[src/rtl/rom_fetch_ctrl_if.sv]
// Bus bundle between the CPU-side requester, the fetch controller and the ROM.
// The master side issues requests, consumes responses and supplies ROM data.
interface rom_fetch_ctrl_if;
  logic        req_valid;
  logic        req_ready;
  logic [15:0] req_addr;
  logic        req_word;
  logic        req_signed;
  logic        resp_valid;
  logic        resp_ready;
  logic [15:0] resp_data;
  logic [15:0] rom_addr;
  logic [7:0]  rom_data;

  modport master (
    output req_valid,
    output req_addr,
    output req_word,
    output req_signed,
    output resp_ready,
    output rom_data,
    input  req_ready,
    input  resp_valid,
    input  resp_data,
    input  rom_addr
  );

  modport slave (
    input  req_valid,
    input  req_addr,
    input  req_word,
    input  req_signed,
    input  resp_ready,
    input  rom_data,
    output req_ready,
    output resp_valid,
    output resp_data,
    output rom_addr
  );
endinterface

[src/rtl/rom_fetch_ctrl.sv]
// Byte/word fetch controller in front of a ROM with a fixed read pipeline.
// Words are assembled little-endian from two consecutive byte reads.
module rom_fetch_ctrl #(
  parameter int LATENCY = 2
) (
  input  logic         clk,
  input  logic         reset,
  rom_fetch_ctrl_if.slave bus
);

  typedef enum logic [1:0] {
    IDLE,
    ISSUE_HI,
    WAIT,
    RESP
  } state_t;

  localparam int CW = $clog2(LATENCY + 3);
  localparam logic [CW-1:0] LO_AT = CW'(LATENCY + 1);
  localparam logic [CW-1:0] HI_AT = CW'(LATENCY + 2);

  state_t        state;
  state_t        state_nxt;
  logic [CW-1:0] cnt;
  logic [15:0]   addr_q;
  logic          word_q;
  logic          sign_q;
  logic [7:0]    lo_q;
  logic          rdy_q;

  logic          accept;
  logic          cap_lo;
  logic          cap_hi;
  logic          done;
  logic          resp_hs;
  logic [15:0]   data_nxt;

  // rdy_q keeps req_ready low until the first edge after reset release
  assign bus.req_ready = rdy_q && (state == IDLE);

  always_comb begin
    accept   = bus.req_valid && bus.req_ready;
    cap_lo   = (state == WAIT) && (cnt == LO_AT);
    cap_hi   = (state == WAIT) && word_q && (cnt == HI_AT);
    done     = cap_hi || (cap_lo && !word_q);
    resp_hs  = (state == RESP) && bus.resp_valid && bus.resp_ready;
    data_nxt = {{8{sign_q & bus.rom_data[7]}}, bus.rom_data};
    if (word_q) begin
      data_nxt = {bus.rom_data, lo_q};
    end
  end

  always_comb begin
    state_nxt = state;
    case (state)
      IDLE: begin
        if (accept) begin
          state_nxt = bus.req_word ? ISSUE_HI : WAIT;
        end
      end
      ISSUE_HI: state_nxt = WAIT;
      WAIT: begin
        if (done) begin
          state_nxt = RESP;
        end
      end
      RESP: begin
        if (resp_hs) begin
          state_nxt = IDLE;
        end
      end
      default: state_nxt = IDLE;
    endcase
  end

  always_ff @(posedge clk or posedge reset) begin
    if (reset) begin
      state <= IDLE;
      rdy_q <= 1'b0;
    end else begin
      state <= state_nxt;
      rdy_q <= 1'b1;
    end
  end

  // cnt counts edges since acceptance; clearing it on reset drops any
  // bytes still travelling through the ROM pipeline
  always_ff @(posedge clk or posedge reset) begin
    if (reset) begin
      cnt    <= '0;
      addr_q <= 16'h0000;
      word_q <= 1'b0;
      sign_q <= 1'b0;
      lo_q   <= 8'h00;
    end else begin
      if (accept) begin
        cnt    <= CW'(1);
        addr_q <= bus.req_addr;
        word_q <= bus.req_word;
        sign_q <= bus.req_signed;
      end else if (state == ISSUE_HI || state == WAIT) begin
        cnt <= cnt + CW'(1);
      end
      if (cap_lo) begin
        lo_q <= bus.rom_data;
      end
    end
  end

  always_ff @(posedge clk or posedge reset) begin
    if (reset) begin
      bus.rom_addr <= 16'h0000;
    end else if (accept) begin
      bus.rom_addr <= bus.req_addr;
    end else if (state == ISSUE_HI) begin
      bus.rom_addr <= addr_q + 16'd1;
    end
  end

  always_ff @(posedge clk or posedge reset) begin
    if (reset) begin
      bus.resp_valid <= 1'b0;
      bus.resp_data  <= 16'h0000;
    end else begin
      if (done) begin
        bus.resp_valid <= 1'b1;
        bus.resp_data  <= data_nxt;
      end else if (resp_hs) begin
        bus.resp_valid <= 1'b0;
      end
    end
  end

endmodule

[src/flat_wrapper.sv]
// flat-port wrapper written by rule: the top's interface ports become plain ports
module rom_fetch_ctrl_flat 
#(
  parameter int LATENCY = 2
)
  (clk, reset, bus_req_valid, bus_req_addr, bus_req_word, bus_req_signed, bus_resp_ready, bus_rom_data, bus_req_ready, bus_resp_valid, bus_resp_data, bus_rom_addr);
  rom_fetch_ctrl_if bus_i ();
  input  logic clk;
  input  logic reset;
  input wire logic [$bits(bus_i.req_valid)-1:0] bus_req_valid;
  input wire logic [$bits(bus_i.req_addr)-1:0] bus_req_addr;
  input wire logic [$bits(bus_i.req_word)-1:0] bus_req_word;
  input wire logic [$bits(bus_i.req_signed)-1:0] bus_req_signed;
  input wire logic [$bits(bus_i.resp_ready)-1:0] bus_resp_ready;
  input wire logic [$bits(bus_i.rom_data)-1:0] bus_rom_data;
  output wire logic [$bits(bus_i.req_ready)-1:0] bus_req_ready;
  output wire logic [$bits(bus_i.resp_valid)-1:0] bus_resp_valid;
  output wire logic [$bits(bus_i.resp_data)-1:0] bus_resp_data;
  output wire logic [$bits(bus_i.rom_addr)-1:0] bus_rom_addr;
  assign bus_i.req_valid = bus_req_valid;
  assign bus_i.req_addr = bus_req_addr;
  assign bus_i.req_word = bus_req_word;
  assign bus_i.req_signed = bus_req_signed;
  assign bus_i.resp_ready = bus_resp_ready;
  assign bus_i.rom_data = bus_rom_data;
  assign bus_req_ready = bus_i.req_ready;
  assign bus_resp_valid = bus_i.resp_valid;
  assign bus_resp_data = bus_i.resp_data;
  assign bus_rom_addr = bus_i.rom_addr;
  rom_fetch_ctrl #(.LATENCY(LATENCY)) u_core (.clk(clk), .reset(reset), .bus(bus_i));
endmodule
[config.mk]
export PLATFORM = sky130hd
export DESIGN_NAME = rom_fetch_ctrl_flat
export DESIGN_NICKNAME = d
export VERILOG_FILES = /design/src/rtl/rom_fetch_ctrl_if.sv /design/src/rtl/rom_fetch_ctrl.sv /design/src/flat_wrapper.sv
export SDC_FILE = /design/constraint.sdc
export NUM_CORES = 1
export LEC_CHECK = 0
export ABC_AREA = 1
export BUFFER_PORTS_ARGS = -buffer_cell sky130_fd_sc_hd__clkbuf_2
export CORE_MARGIN = 2
export CORE_UTILIZATION = 50
export DETAILED_ROUTE_END_ITERATION = 6
export PLACE_DENSITY = 0.82
export RECOVER_POWER = 100
export SLEW_MARGIN = 20
export SYNTH_ARGS = -nofsm -noshare
export SYNTH_HDL_FRONTEND = slang
export SYNTH_SLANG_ARGS = --single-unit
[constraint.sdc]
create_clock -name clk -period 3 [get_ports clk]
set_clock_uncertainty 0.2 [all_clocks]
set_input_delay 0.45 -clock clk [delete_from_list [all_inputs] [get_ports clk]]
set_output_delay 0.45 -clock clk [all_outputs]
set_load 0.1 [all_outputs]
==> impl_metrics.toml <==
[status]
status = "complete, but fails checks"
violations = "design-rule violations"

[sta]
finalSetupViolations = 0
slew_headroom_pct = 19.6
tns_ns = 0
slew_viol_final = 0
fin_crit_ns = 2.38
worstMarginPinSlew_ns = 1.21
fmax_mhz = 419
finalHoldViolations = 0
rsz0062_at_grt = "no"
period_share_pct = 79.5

[global_route]
grt_use_met2_pct = 35.5
grt-ovfl-total = 0
grt_max_degree = 36
antenna_found_initial = 0
grt_pass1_vias = 2838
grt_pass1_wl_um = 12500
grtUsageMet3_pct = 6.74
met1_usage_pct = 27.2
top_usage_layer = "met2"
grt_usage_pct = 21.8

[finish]
multi_input_area_um2 = 1390
seq_area_um2 = 1630
area_growth_pct = 15.1
mostFrequentLayoutCell = "nand2_1"
drive_above_1_share_pct = 14.4
fillers = 564
diodes = 0
final_cell_mix = "125 x nand2_1, 65 x dfrtp_1, 48 x inv_1"
final_net_count = 514
fin_cells = 557

[yosys]
netlist_instances = 409
synth_nets = 448
syn_area_um2 = 3340
synth_top_area_share_pct = 48.7
avgSynthCellArea_um2 = 8.16
synthTopCellsByArea = "dfrtp_1 49%, nand2_1 14%, inv_1 5.4%"
yosysUniqueCellTypes = 32
ys_warn_count = 0
post-synth-top-area-cell = "dfrtp_1"
synth_seq_cells = 65
synth-seq-area-share_pct = 48.7

[worst_setup_path]
required_ns = 2.35
critPathLaunchType = "flip-flop"
worstPathMaxFanout = 4
critPathKind = "reg -> out"
cp-end-kind = "primary output"
cp_data_arrival_time_ns = 1.73

[cts]
clock_path_buffers = 2
cts_resized = 0
htreeDepth = 3
clock_latency_ns = 0.35
cts_setup_buffers = 0
cts-root-buf = "clkbuf_8"
cts_tree = "done"
clock-sinks = 65
cts_buffers = 9
path_clk_slew_ns = 0.08

[route]
vias_per_cell = 5.07
num_vias = 2826
post_drt_wl_per_cell_um = 13.1
antenna_left = 0
post-route-drc-count = 7
drtPass1Iterations = 7
first_iter_violations = 122
wl_um = 7300

[floorplan]
core-area_um2 = 6420
die_w_um = 85.7
rows = 29
die-area_um2 = 7350
io_pins = 64
die_height_um = 85.7
start_util_pct = 52.0

[hold_path]
min_path_type = "in -> reg"

[placement]
dpl.hpwl_um = 5190
gp_congestion = 0.861
place.port_buffers = 63
dpl.cell_count = 540

[flow_run]
cap_violations = 0
-- synthesized netlist by cell type --
| master | count |
|---|---|
| nand2_1 | 125 |
| dfrtp_1 | 65 |
| inv_1 | 48 |
| nor2_1 | 46 |
| o21ai_0 | 23 |
| a31oi_1 | 20 |
| nand3_1 | 16 |
| ha_1 | 9 |
| mux2_2 | 9 |
| buf_6 | 8 |
| or2_2 | 5 |
| nand3b_1 | 4 |
| buf_2 | 3 |
| nor3_1 | 3 |
| a21oi_1 | 2 |
| buf_4 | 2 |
| nand2_2 | 2 |
| nand4_1 | 2 |
| nor2_2 | 2 |
| o21a_1 | 2 |
| o21bai_1 | 2 |
| a22oi_1 | 1 |
| and2_1 | 1 |
| clkbuf_1 | 1 |
| clkinv_1 | 1 |
| clkinv_4 | 1 |
| conb_1 | 1 |
| nand3_4 | 1 |
| o211ai_1 | 1 |
| o21ai_2 | 1 |
| or2_1 | 1 |
| xor2_1 | 1 |
-- worst max-delay path: stages (launching register included) --
cell,delay [ns]
dfrtp_1,0.43
inv_1,0.12
ha_1,0.26
nand2_1,0.09
inv_1,0.05
clkbuf_2,0.44
-- per-layer routing --
layer / wire length, um / vias to the layer above
li1: - / 1428
met1: 3240 / 1297
met2: 3450 / 90
met3: 478 / 11
met4: 132 / 0
met5: 0 / -
-- repair_timing --
action / in CTS / in global routing
hold buffers: 1 / 0
setup endpoints to repair: 0 / 0
endpoints found under the hold margin: 17 / 0
-- registers in the layout, summed over array words and instances, names as in the netlist --
register               flops
u_core.addr_q             16
u_core.bus.resp_data      16
u_core.bus.rom_addr       16
u_core.lo_q                8
u_core.cnt                 3
u_core.state               2
u_core.bus.resp_valid      1
u_core.rdy_q               1
u_core.sign_q              1
u_core.word_q              1
-- path summary, 6_finish.rpt --
check	depth (start not counted)	end	start	slack [ns]
setup / recovery	5	bus_req_ready	u_core.state[0]$_DFFE_PP0P_	0.62
hold / removal	3	u_core.sign_q$_DFFE_PP0P_	bus_req_signed	0.12
setup reg to reg	7	u_core.bus.rom_addr[5]$_DFFE_PP0P_	u_core.state[0]$_DFFE_PP0P_	0.63
hold reg to reg	2	u_core.bus.resp_data[15]$_DFFE_PP0P_	u_core.bus.resp_data[15]$_DFFE_PP0P_	0.30
max in group asynchronous	4	u_core.bus.rom_addr[5]$_DFFE_PP0P_	reset	0.98
min in group asynchronous	3	u_core.addr_q[9]$_DFFE_PP0P_	reset	0.57
-- through the flow --
stage | area [um2] | util [%] | setup slack (ns) | hold WS, ns
6_report | 3840 | 59.9 | 0.616 | 0.124
2_1_floorplan | 3340 | - | 0.724 | 0.266
3_5_place_dp | 3660 | 57.1 | 0.769 | 0.259
4_1_cts | 3900 | 60.7 | 0.596 | 0.114
5_1_grt | 3840 | 59.9 | 0.389 | 0.123
3_3_place_gp | 3660 | 57.1 | 0.887 | 0.251
-- cell families after synthesis --
| kind of cell | share of synthesized area [%] |
|---|---|
| AO/OA/AOI/OAI | 9.10 |
| XOR/XNOR | 0.262 |
| adder cells (fa/ha/maj) | 3.37 |
| buffers and inverters | 9.48 |
| flip-flops | 48.7 |
| multiplexers | 3.03 |
| other | 0.112 |
| AND/OR/NAND/NOR | 25.9 |
-- cell type report --
| cell class | instances | area share, % |
|---|---|---|
| multi-input combinational | 280 | 36.2 |
| tap | 77 | 2.51 |
| clock inverter | 7 | 2.67 |
| clock buffer | 9 | 3.22 |
| timing repair buffer | 69 | 8.07 |
| sequential | 65 | 42.3 |
| inverter | 50 | 5.01 |
Power is left out: the tool's default activity adds up to more than one toggle a clock period on the data nets, which glitch-free logic cannot reach.
